[config.mk]
export PLATFORM = sky130hd
export DESIGN_NAME = pixel_fetch
export DESIGN_NICKNAME = d
export VERILOG_FILES = /design/src/rtl/pixel_fetch.sv
export SDC_FILE = /design/constraint.sdc
export NUM_CORES = 1
export LEC_CHECK = 0
export ABC_AREA = 1
export BUFFER_PORTS_ARGS = -buffer_cell sky130_fd_sc_hd__buf_2
export CORE_MARGIN = 10
export CORE_UTILIZATION = 40
export DETAILED_ROUTE_END_ITERATION = 6
export PLACE_DENSITY_LB_ADDON = 0.05
export SYNTH_ARGS = -nofsm -noshare
export SYNTH_HDL_FRONTEND = slang
export SYNTH_SLANG_ARGS = --single-unit
[constraint.sdc]
create_clock -name clk -period 2 [get_ports clk]
set_input_delay 0.2 -clock clk [delete_from_list [all_inputs] [get_ports clk]]
set_output_delay 0.2 -clock clk [all_outputs]
set_load 0.005 [all_outputs]
[src/rtl/pixel_fetch.sv]
// Prefetches one frame of pixels from image memory into a small FIFO
// and hands one byte per consumed pixel to the pixel pusher.
module pixel_fetch #(
    parameter int IMG_W = 480,
    parameter int IMG_H = 480,
    parameter int DEPTH = 16
) (
    input  logic        clk,
    input  logic        reset,
    input  logic        enable,
    input  logic        vs,
    input  logic        vid,
    input  logic [9:0]  hcount,
    output logic        mem_en,
    output logic [17:0] mem_addr,
    input  logic [7:0]  mem_data,
    output logic [7:0]  pixel,
    output logic        underflow
);

    localparam int AW = $clog2(DEPTH);
    localparam logic [17:0] LAST_ADDR = 18'(IMG_W * IMG_H - 1);
    localparam logic [10:0] W_LIM = 11'(IMG_W);
    localparam logic [AW:0] DEPTH_L = (AW + 1)'(DEPTH);

    localparam logic [1:0] S_IDLE = 2'd0;
    localparam logic [1:0] S_RUN  = 2'd1;
    localparam logic [1:0] S_DONE = 2'd2;

    logic [1:0]    state;
    logic          vs_q;
    logic [7:0]    fifo [DEPTH];
    logic [AW-1:0] wr_ptr;
    logic [AW-1:0] rd_ptr;
    logic [AW:0]   count;
    logic [AW:0]   occupancy;
    logic          in_flight;
    logic [17:0]   next_addr;
    logic [17:0]   last_addr;
    logic          frame_start;
    logic          issue;
    logic          consume;
    logic          push;
    logic          pop;

    assign frame_start = vs_q & ~vs;
    // A read in flight already owns a FIFO slot.
    assign occupancy = count + {{AW{1'b0}}, in_flight};
    assign issue = reset & (state == S_RUN) & enable & ~frame_start
                 & (occupancy < DEPTH_L);
    assign consume = enable & vid & ({1'b0, hcount} < W_LIM)
                   & (state != S_IDLE);
    assign push = in_flight & ~frame_start;
    assign pop = consume & (count != '0);

    assign mem_en = issue;
    assign mem_addr = issue ? next_addr : last_addr;

    always_ff @(posedge clk) begin
        if (reset && push) begin
            fifo[wr_ptr] <= mem_data;
        end
    end

    always_ff @(posedge clk) begin
        if (!reset) begin
            state     <= S_IDLE;
            vs_q      <= 1'b1;
            wr_ptr    <= '0;
            rd_ptr    <= '0;
            count     <= '0;
            in_flight <= 1'b0;
            next_addr <= '0;
            last_addr <= '0;
            pixel     <= 8'h00;
            underflow <= 1'b0;
        end else begin
            vs_q  <= vs;
            pixel <= pop ? fifo[rd_ptr] : 8'h00;
            if (consume && count == '0 && state == S_RUN) begin
                underflow <= 1'b1;
            end
            if (frame_start) begin
                state     <= S_RUN;
                wr_ptr    <= '0;
                rd_ptr    <= '0;
                count     <= '0;
                in_flight <= 1'b0;
                next_addr <= '0;
            end else begin
                in_flight <= issue;
                if (push) begin
                    wr_ptr <= wr_ptr + 1'b1;
                end
                if (pop) begin
                    rd_ptr <= rd_ptr + 1'b1;
                end
                case ({push, pop})
                    2'b10:   count <= count + 1'b1;
                    2'b01:   count <= count - 1'b1;
                    default: count <= count;
                endcase
                if (issue) begin
                    last_addr <= next_addr;
                    next_addr <= next_addr + 1'b1;
                    if (next_addr == LAST_ADDR) begin
                        state <= S_DONE;
                    end
                end
            end
        end
    end

endmodule

==> impl_metrics.tcl <==
set metrics [dict create \
    min_path_cells 2 \
    synth.avg_cell_area_um2 9.93 \
    worstHoldEndpoint "last_addr[14]" \
    synth-seq-cells 190 \
    r2r_start "count[3]" \
    dieArea_um2 26200 \
    syn-num-nets 842 \
    rr_endpoint "count[4]" \
    ys_types 36 \
    relSlewSlack_pct 47.5 \
    clkSinkCount 190 \
    hp-start "reset" \
    finalMaxSlewViolations 0 \
    grt_pass1_wl_um 30100 \
    core_area_um2 19700 \
    path_max_fanout 5 \
    powerDensity_nw_per_um2 806 \
    cap_viol_max_count 0 \
    ys_seq_area_share_pct 63.2 \
    grt_pass1_vias 5703 \
    dpl.hpwl_um 12400 \
    final_area_um2 9700 \
    whs_ns 0.0674 \
    detail_route.wl_per_cell_um 16.3 \
    postSynthCellCount 810 \
    irDropWorstVdd_mv 0.518 \
    clkSlewWorstSetupHoldPaths_ns 0.07 \
    clockRootBuffer "clkbuf_16" \
    post-place-ws_ns 0.0358 \
    period_share_pct 105 \
    period_minus_slack_ns 2.10 \
    syn_to_final_growth_pct 20.6 \
    failed_checks "negative setup slack" \
    initial_utilization_pct 40.9 \
    cts_buffer_depth 2 \
    fin_worst_skew_ns 0.00992 \
    cts_tree "yes" \
    synth-compound-area-share_pct 10.7 \
    required_ns 1.80 \
    yosysWarnings 0 \
    num_rows 51 \
    die_h_um 162 \
    fmax_mhz 475 \
    outcome "complete, but fails checks" \
    synthXorXnorAreaFrac_pct 0.871 \
    remaining_drc_errors 0 \
    die_width_um 162 \
    fillers 1880 \
    synth_edf_count 128 \
    yosys.area_share.adder_pct 1.40 \
    worst_pin_slew_ns 0.786 \
    drive_above_1_share_pct 21.5 \
    final_core_util_pct 49.4 \
    viasPerCell 4.92 \
    grt_setup_unrepaired "true" \
    numCtsBuffers 17 \
    worst_slack_ns -0.104 \
    place_area_um2 8810 \
    postRouteAntennaNets 0 \
    hold_viol 0 \
    syn_area_um2 8050 \
    ios 51 \
    h-tree-depth 4 \
    synth-async-reset-ratio_pct 0 \
    min_path_type "primary input to register" \
    critPathArrivalTime_ns 1.90 \
    clock_latency_ns 0.43 \
    first_pass_iters 4 \
    nets 930 \
    synth_top_family_by_area "simple AND/OR/NAND/NOR gates" \
    grt_antenna_before_repair 0 \
    synth_mux_area_share_pct 0 \
    synthFlopType "edfxtp_1" \
    worstSetupPathType "register to output pin" \
    grt_use_total_pct 14.7 \
    crit_path_end_kind "output pin" \
    setup_violations 18 \
    regToRegSetupSlack_ns -0.03 \
    leakage_uw 0.00366 \
    wl_um 19100 \
    antenna_cells 0 \
    grt_max_degree 38 \
    io_buffer_count 45 \
    gp_congestion 0.790 \
    synthSimpleGateAreaFrac_pct 18.4 \
    vias 5785 \
    first_iter_violations 327 \
    grt_remaining_overflow 0 \
    start_kind "register" \
    rr_worst_depth 16 \
    power.total_uw 7820 \
]
-- Yosys cell counts (6+ instances only) --
library cell  count  area share, %
or2_2             7           0.54
buf_2            12           0.75
nand2_1          96            4.5
o211ai_1         21            2.0
a21oi_1          44            2.7
clkbuf_1         13           0.61
or2_1             7           0.54
inv_1            59            2.8
o21ai_2           7           0.76
ha_1              9            1.4
o21ai_1           7           0.44
nand3_1          50            3.1
edfxtp_1        128             48
xor2_1            6           0.65
dfxtp_1          62             15
nand4_1           7           0.54
nor2_1          161            7.5
o21ai_0          71            4.4
-- critical path: stages (launching register included) --
cell and delay [ns]:
dfxtp_4 0.35, nand2_4 0.07, nor2_4 0.05, buf_6 0.11, a21oi_4 0.20, nor2_4 0.09, buf_6 0.13, or2_4 0.22
o21ai_2 0.07, inv_1 0.05, buf_2 0.12
-- per-layer routing --
| layer | vias to the layer above | global-route usage, % | share of wire, % |
|---|---|---|---|
| li1 | 2919 | - | - |
| met2 | 111 | 25.4 | 50 |
| met3 | 28 | 2.93 | 3.4 |
| met4 | 0 | 5.50 | 1.8 |
| met1 | 2727 | 17.6 | 45 |
| met5 | - | 0 | 0 |
-- cells in the final DEF, fill, tap and decap left out, types with 3 or more instances in the layout --
| cell type | count |
|---|---|
| nor2_1 | 159 |
| edfxtp_1 | 128 |
| nand2_1 | 90 |
| o21ai_0 | 66 |
| dfxtp_1 | 55 |
| inv_1 | 54 |
| nand3_1 | 48 |
| buf_4 | 47 |
| buf_2 | 45 |
| a21oi_1 | 44 |
| o211ai_1 | 21 |
| clkbuf_16 | 18 |
| o21ai_2 | 15 |
| buf_6 | 9 |
| or2_1 | 7 |
| nand4_1 | 7 |
| or2_4 | 6 |
| ha_1 | 6 |
| inv_2 | 5 |
| nor2_4 | 5 |
| nand2_2 | 5 |
| inv_4 | 5 |
| nor3_1 | 5 |
| xor2_1 | 5 |
| dfxtp_2 | 5 |
| nand2_4 | 4 |
| o21ai_1 | 4 |
| nor2_2 | 4 |
| clkbuf_1 | 4 |
| a31oi_1 | 3 |
| inv_6 | 3 |
-- state kept, by name, summed over array words and instances, names as in the netlist --
| name | flops |
|---|---|
| fifo | 128 |
| last_addr | 18 |
| next_addr | 18 |
| pixel | 8 |
| count | 5 |
| rd_ptr | 4 |
| wr_ptr | 4 |
| state | 2 |
| in_flight | 1 |
| underflow | 1 |
| vs_q | 1 |
-- where the power goes --
part	switching, uW	internal, uW
sequential	7.53	4200
combinational	139	84.1
clock	1450	1940
total	1600	6220
-- cell families after synthesis --
family | Yosys count
XOR/XNOR | 8
AND/OR/NAND/NOR | 348
AO/OA/AOI/OAI | 155
buffers and inverters | 100
adder cells (fa/ha/maj) | 9
flip-flops | 190
-- through the flow --
| step | TNS, ns | instances |
|---|---|---|
| detailed placement | 0 | 1129 |
| global route | -3.26 | 1176 |
| finish | -1.13 | 1176 |
| CTS | -1.37 | 1174 |
| floorplan | 0 | 810 |
| global placement | 0 | 1129 |
-- worst max-delay path by stage --
| stage | endpoint | start | depth (start not counted) | slack (ns) |
|---|---|---|---|---|
| after floorplan | count[4] | state[0] | 16 | 0.02 |
| after global placement | count[4] | state[1] | 15 | 0.06 |
| after detailed placement | count[4] | state[1] | 15 | 0.04 |
| after CTS | mem_addr[7] | count[2] | 10 | -0.11 |
| after global routing | mem_addr[12] | state[1] | 10 | -0.23 |
| final | mem_addr[7] | count[2] | 10 | -0.10 |
-- area by class of cell --
class                      instances  area (um2)  area share (%)
sequential                       190        5100            52.6
multi-input combinational        521        2710            28.0
timing repair buffer             104         719            7.42
clock buffer                      22         465            4.80
tap                              265         332            3.42
inverter                          64         248            2.55
clock inverter                    10         123            1.26
-- timing repair --
action | in CTS | in global routing
endpoints found under the hold margin | 1 | 0
gates cloned | 1 | 0
pin swaps | 9 | 8
hold buffers | 2 | 0
buffers inserted | 13 | 2
setup endpoints to repair | 18 | 21
gates resized for setup | 44 | 18
(Power assumes the default switching activity.)
